File: src/rtl/tmds_pkg.sv
// Shared TMDS definitions: word width, control tokens and alignment FSM state codes.
package tmds_pkg;

  localparam int TMDS_W        = 10;
  localparam int TMDS_NUM_CTRL = 4;

  localparam logic [TMDS_W-1:0] TMDS_CTRL0 = 10'b1101010100;
  localparam logic [TMDS_W-1:0] TMDS_CTRL1 = 10'b0010101011;
  localparam logic [TMDS_W-1:0] TMDS_CTRL2 = 10'b0101010100;
  localparam logic [TMDS_W-1:0] TMDS_CTRL3 = 10'b1010101011;

  localparam logic [TMDS_W-1:0] TMDS_CTRL_TOKENS [TMDS_NUM_CTRL] =
    '{TMDS_CTRL0, TMDS_CTRL1, TMDS_CTRL2, TMDS_CTRL3};

  typedef logic [2:0] tmds_state_t;

  localparam tmds_state_t ST_IDLE   = 3'd0;
  localparam tmds_state_t ST_SEARCH = 3'd1;
  localparam tmds_state_t ST_SLIP   = 3'd2;
  localparam tmds_state_t ST_WAIT   = 3'd3;
  localparam tmds_state_t ST_LOCKED = 3'd4;

endpackage

File: src/rtl/tmds_token_det.sv
// Combinational matcher: flags a 10-bit word equal to any of the four TMDS control tokens.
module tmds_token_det
  import tmds_pkg::*;
(
  input  logic [TMDS_W-1:0] i_word,
  output logic              o_is_token
);

  logic [TMDS_NUM_CTRL-1:0] hit;

  generate
    for (genvar gi = 0; gi < TMDS_NUM_CTRL; gi++) begin : g_match
      assign hit[gi] = (i_word == TMDS_CTRL_TOKENS[gi]);
    end
  endgenerate

  assign o_is_token = |hit;

endmodule

File: src/rtl/tmds_align_ctrl.sv
// Per-channel TMDS word-alignment controller: slips the de-serializer until control-token
// runs appear, then holds lock. Define TMDS_ALIGN_STATS_EN to add the o_relock_cnt output.
module tmds_align_ctrl
  import tmds_pkg::*;
#(
  parameter int TOKEN_RUN  = 8,
  parameter int SEARCH_WIN = 2048,
  parameter int SLIP_WAIT  = 4,
  parameter int MAX_SLIPS  = 10,
  parameter int LOSS_WIN   = 4096
) (
  input  logic              i_pixclk,
  input  logic              i_rst,
  input  logic              i_en,
  input  logic [TMDS_W-1:0] i_encoded,
  output logic              o_bitslip,
  output logic              o_aligned,
  output logic [3:0]        o_slip_pos,
  output logic              o_fail
`ifdef TMDS_ALIGN_STATS_EN
  ,
  output logic [7:0]        o_relock_cnt
`endif
);

  localparam int RUN_W  = $clog2(TOKEN_RUN + 1);
  localparam int WIN_W  = $clog2(SEARCH_WIN);
  localparam int WAIT_W = $clog2(SLIP_WAIT + 1);
  localparam int LOSS_W = $clog2(LOSS_WIN);

  tmds_state_t       state_reg, state_next;
  logic [RUN_W-1:0]  run_cnt_reg, run_cnt_next;
  logic [WIN_W-1:0]  win_cnt_reg, win_cnt_next;
  logic [WAIT_W-1:0] wait_cnt_reg, wait_cnt_next;
  logic [LOSS_W-1:0] loss_cnt_reg, loss_cnt_next;
  logic [3:0]        slip_pos_reg, slip_pos_next;
  logic              fail_reg, fail_next;
  logic              bitslip_reg, bitslip_next;
  logic              aligned_reg, aligned_next;

  logic              is_token;
  logic [RUN_W-1:0]  run_inc;
  logic [RUN_W-1:0]  run_tok;
  logic              run_full;
  logic [LOSS_W-1:0] loss_inc;

  tmds_token_det u_token_det (
    .i_word     (i_encoded),
    .o_is_token (is_token)
  );

  always_comb begin
    run_inc  = (run_cnt_reg == RUN_W'(TOKEN_RUN)) ? run_cnt_reg : run_cnt_reg + RUN_W'(1);
    run_tok  = is_token ? run_inc : '0;
    run_full = is_token && (run_inc == RUN_W'(TOKEN_RUN));
    loss_inc = loss_cnt_reg + LOSS_W'(1);
  end

  always_comb begin
    state_next    = state_reg;
    run_cnt_next  = '0;
    win_cnt_next  = '0;
    wait_cnt_next = '0;
    loss_cnt_next = '0;
    slip_pos_next = slip_pos_reg;
    fail_next     = fail_reg;
    bitslip_next  = 1'b0;
    aligned_next  = 1'b0;

    case (state_reg)
      ST_IDLE: begin
        state_next = ST_SEARCH;
      end

      ST_SEARCH: begin
        run_cnt_next = run_tok;
        win_cnt_next = win_cnt_reg + WIN_W'(1);
        // A run completing on the last window word still locks rather than slipping.
        if (run_full) begin
          state_next   = ST_LOCKED;
          aligned_next = 1'b1;
          win_cnt_next = '0;
        end else if (win_cnt_reg == WIN_W'(SEARCH_WIN - 1)) begin
          state_next   = ST_SLIP;
          bitslip_next = 1'b1;
          win_cnt_next = '0;
          if (slip_pos_reg == 4'(MAX_SLIPS - 1)) begin
            slip_pos_next = '0;
            fail_next     = 1'b1;
          end else begin
            slip_pos_next = slip_pos_reg + 4'd1;
          end
        end
      end

      ST_SLIP: begin
        state_next = ST_WAIT;
      end

      ST_WAIT: begin
        wait_cnt_next = wait_cnt_reg + WAIT_W'(1);
        if (wait_cnt_reg == WAIT_W'(SLIP_WAIT - 1)) begin
          state_next    = ST_SEARCH;
          wait_cnt_next = '0;
        end
      end

      ST_LOCKED: begin
        run_cnt_next = run_tok;
        aligned_next = 1'b1;
        if (run_full) begin
          loss_cnt_next = '0;
        end else if (loss_inc == LOSS_W'(LOSS_WIN - 1)) begin
          state_next   = ST_SEARCH;
          aligned_next = 1'b0;
        end else begin
          loss_cnt_next = loss_inc;
        end
      end

      default: begin
        state_next = ST_IDLE;
      end
    endcase

    // Disable overrides everything except the slip position and fail flag, which track the
    // de-serializer and survive an enable toggle.
    if (!i_en) begin
      state_next    = ST_IDLE;
      run_cnt_next  = '0;
      win_cnt_next  = '0;
      wait_cnt_next = '0;
      loss_cnt_next = '0;
      slip_pos_next = slip_pos_reg;
      fail_next     = fail_reg;
      bitslip_next  = 1'b0;
      aligned_next  = 1'b0;
    end
  end

  always_ff @(posedge i_pixclk or posedge i_rst) begin
    if (i_rst) begin
      state_reg    <= ST_IDLE;
      run_cnt_reg  <= '0;
      win_cnt_reg  <= '0;
      wait_cnt_reg <= '0;
      loss_cnt_reg <= '0;
      slip_pos_reg <= '0;
      fail_reg     <= 1'b0;
      bitslip_reg  <= 1'b0;
      aligned_reg  <= 1'b0;
    end else begin
      state_reg    <= state_next;
      run_cnt_reg  <= run_cnt_next;
      win_cnt_reg  <= win_cnt_next;
      wait_cnt_reg <= wait_cnt_next;
      loss_cnt_reg <= loss_cnt_next;
      slip_pos_reg <= slip_pos_next;
      fail_reg     <= fail_next;
      bitslip_reg  <= bitslip_next;
      aligned_reg  <= aligned_next;
    end
  end

  assign o_bitslip  = bitslip_reg;
  assign o_aligned  = aligned_reg;
  assign o_slip_pos = slip_pos_reg;
  assign o_fail     = fail_reg;

`ifdef TMDS_ALIGN_STATS_EN
  logic       relock_evt;
  logic [7:0] relock_cnt_reg;

  assign relock_evt = (state_reg == ST_LOCKED) && (state_next == ST_SEARCH);

  always_ff @(posedge i_pixclk or posedge i_rst) begin
    if (i_rst) begin
      relock_cnt_reg <= '0;
    end else if (relock_evt && (relock_cnt_reg != 8'hFF)) begin
      relock_cnt_reg <= relock_cnt_reg + 8'd1;
    end
  end

  assign o_relock_cnt = relock_cnt_reg;
`endif

endmodule

File: config.mk
export PLATFORM = sky130hd
export DESIGN_NAME = tmds_align_ctrl
export DESIGN_NICKNAME = d
export VERILOG_FILES = /design/src/rtl/tmds_pkg.sv /design/src/rtl/tmds_token_det.sv /design/src/rtl/tmds_align_ctrl.sv
export SDC_FILE = /design/constraint.sdc
export NUM_CORES = 1
export LEC_CHECK = 0
export CAP_MARGIN = 20
export CORE_MARGIN = 5
export CORE_UTILIZATION = 30
export CTS_BUF_LIST = sky130_fd_sc_hd__clkbuf_4 sky130_fd_sc_hd__clkbuf_8
export DETAILED_ROUTE_END_ITERATION = 10
export SLEW_MARGIN = 5
export SYNTH_ARGS = -nofsm -noshare
export SYNTH_HDL_FRONTEND = slang
export SYNTH_HIERARCHICAL = 1
export SYNTH_SLANG_ARGS = --single-unit
export TNS_END_PERCENT = 20
File: constraint.sdc
create_clock -name i_pixclk -period 6.2 [get_ports i_pixclk]
set_input_delay 0.62 -clock i_pixclk [delete_from_list [all_inputs] [get_ports i_pixclk]]
set_output_delay 0.62 -clock i_pixclk [all_outputs]
set_load 0.05 [all_outputs]
==> run metrics <==
hold bufs inserted after CTS=0; Fmax achieved=~380 MHz; Worst-path clk slew=roughly 0.090 ns; reg-to-reg endpoint=o_aligned$_DFF_PP0_; HP Class=register to register; routability cong.=0.846; first-pass GRT wire length=approximately 8 mm; Critical Path AT=around 2.8 ns; Initial Utilization=a little under a third; max-cap violations=0; Worst Hold Path EP=wait_cnt_reg[0]$_DFF_PP0_; most frequent cells in the layout=40 x dfrtp_1, 23 x nor2_1, 18 x clkdlybuf4s50_1; worst-case reg-to-reg path depth=6; CP peak stage delay=between 0.7 and 0.8 ns; Fill cells=778; synthesized instance count=between 200 and 250; DP Wirelength=3.03 mm; hold_ws=between 0.4 and 0.5 ns; number of flops mapped to enable cells by yosys=0; DP Worst Slack=between 3 and 4 ns; Final TNS setup=0 ns; Worst VDD drop=approximately 0.12 mV; Die ar.=around 9400 µm²; # Post-CTS Setup Buffers=0; RSZ-0062 raised after global routing=false; Slew Viols, Final=0; Pwr Total=approximately 480 µW; Clock Power Share=between 30 and 40%; Worst Tran Pin Value=0.839 ns; sw frac=roughly a quarter; Setup WS post-layout=approximately 3.5 ns; worst hold stages=1; crit start category=register; crit end category=register; Final Critical Period=about 2.7 ns; Seq pwr share=between 50% and 60%; die width=~97 µm; global routing usage on met1=roughly an eighth; Leak=0.00105 µW; vias in the first global route=1744; Routed WL=~4.3 mm; Pint=364 µW; multi-input logic area=around 1200 µm²; DRT Pass-1 Iters=5; CP max stage cell=a2111oi_4; core box area=about 7300 µm²; Max-Slew Margin vs Limit=between 40% and 50%; GR Util All Layers=about a tenth; Layout Nets=268; Reg2Reg Setup Slack=3.55 ns; RR Startpoint=loss_cnt_reg[1]$_DFF_PP0_; num rows=31; area of the mapped netlist=2270 µm²; Mean Syn Cell Area=a little under 10 µm²; Ys Warns=6; Net Count, Synth=about 250; DRT iter0 DRCs=slightly below 80; GRT Max-Usage Layer=met2; ANT cells=0; library cells used by synthesis=55; Root Buffer=clkbuf_8; Port Buf Inserts=18; Cell Chain, Critical Path=ha_1 -> nand3_1 -> xnor2_1 -> o2111ai_1 -> a2111oi_4 -> o31ai_1; met3 Use GR=2.52%; dominant synthesized flop cell=dfrtp_1; top cells by area, synth=dfrtp_1 44%, xor2_1 4.3%, ha_1 3.9%; Setup Viol. Count Final=0; outcome=completed; HP Start=wait_cnt_reg[0]$_DFF_PP0_; clk buf depth=2; Avg Vias per Cell=4.91; leading area contributor after synthesis=dfrtp_1; # IOs=20; Comb pwr share=5.6%; area delta synth->final=15.7%; largest net degree at the start of global routing=just over 40; Clock Sinks=40; #FFs+latches synth=40; total area of sequential cells=between 1000 and 1500 µm²; M2 GR Usage=between 10% and 20%; PD cells=between 150 and 200 nW/µm²; post-synthesis sequential area ratio=between 40% and 50%; ratio of cells with drive above 1 in the final layout=under 10%; Via Count=1708; Final ANT Viol Nets=0; Residual DRC=0; Die Span Y=between 90 and 100 µm; WP data required=6.33 ns; CTS tree=done; endpoints failing hold=0; CP max FO=14; reported net switching power=112 µW; most common cell after layout, fill and taps aside=dfrtp_1; crit path kind=register to register; Worst-Skew Late Latency=0.30 ns; final worst-path cycle share=between 40% and 50%; WL per Instance=between 10 and 15 µm; Resize count post-CTS=0; antenna violations before repair=0; post-synth top area share=around 44%; Worst Clk Skew=0.0152 ns; asr flop ratio synth=100%; total CTS buffers=5; H-tree lvl count=2; global route overflow=0; Largest register FFs=12
[worst max-delay path by stage]
stage / from / end / cells after the start
2_1_floorplan: i_encoded[6] / loss_cnt_reg[2]$_DFF_PP0_ / 8
3_3_place_gp: i_encoded[6] / loss_cnt_reg[4]$_DFF_PP0_ / 8
3_5_place_dp: i_encoded[6] / loss_cnt_reg[11]$_DFF_PP0_ / 8
4_1_cts: loss_cnt_reg[1]$_DFF_PP0_ / o_aligned$_DFF_PP0_ / 6
5_1_grt: loss_cnt_reg[1]$_DFF_PP0_ / o_aligned$_DFF_PP0_ / 6
6_report: loss_cnt_reg[1]$_DFF_PP0_ / o_aligned$_DFF_PP0_ / 6
[critical path: cells and delay by family (launching register included)]
| kind | cells | cell delay (ns) |
|---|---|---|
| AOI/OAI and AO/OA | 3 | 1.19 |
| DFF | 1 | 0.55 |
| adders and majority gates | 1 | 0.39 |
| xor gates and xnor gates | 1 | 0.22 |
| and+or+nand+nor | 1 | 0.14 |
[through the flow]
stage | cells | utilization [%] | instance area [µm²]
5_1_grt | 348 | 35.9 | 2620
6_report | 348 | 35.9 | 2620
2_1_floorplan | 229 | - | 2270
4_1_cts | 348 | 35.9 | 2620
3_3_place_gp | 340 | 34.6 | 2520
3_5_place_dp | 340 | 34.6 | 2520
[kinds of logic after synthesis]
logic type	after synthesis	share of synthesized area (%)
multiplexers	1	0.497
XOR/XNOR	20	7.73
AND/OR/NAND/NOR	115	28.9
adder cells (fa/ha/maj)	7	3.87
AO/OA/AOI/OAI	29	10.8
buffers and inverters	17	4.03
flip-flops	40	44.2
[area by class of cell]
type | instances | share of cell area [%]
Inverter | 10 | 1.43
Multi-Input combinational cell | 172 | 44.8
Sequential cell | 40 | 38.2
Tap cell | 99 | 4.73
Timing Repair Buffer | 19 | 7.16
Clock inverter | 2 | 0.573
Clock buffer | 6 | 3.15
[power groups by stage]
stage                     sequential (µW)  combinational, µW  clock, µW
after floorplan                       270               13.1          0
after global placement                269               26.9          0
after detailed placement              269               27.0          0
after CTS                             264               27.1        192
after global routing                  265               29.7        203
final                                 264               26.5        185
[synth_stat cells, drive strengths merged (5+ instances only)]
master and count:
nor4 12, nand2 15, nand2b 6, nor2b 8, nor3 9, ha 7, xor2 11, xnor2 9
a21oi 5, inv 10, dfrtp 40, nor2 23, nand3 18, buf 5, nand4 6
[layer usage]
metal / part of all wire [%] / routed length (µm)
met5: 0 / 0
met4: 1.3 / 55
met3: 3.5 / 151
met2: 47 / 2010
met1: 48 / 2080
Power figures use the tool's default switching activity.
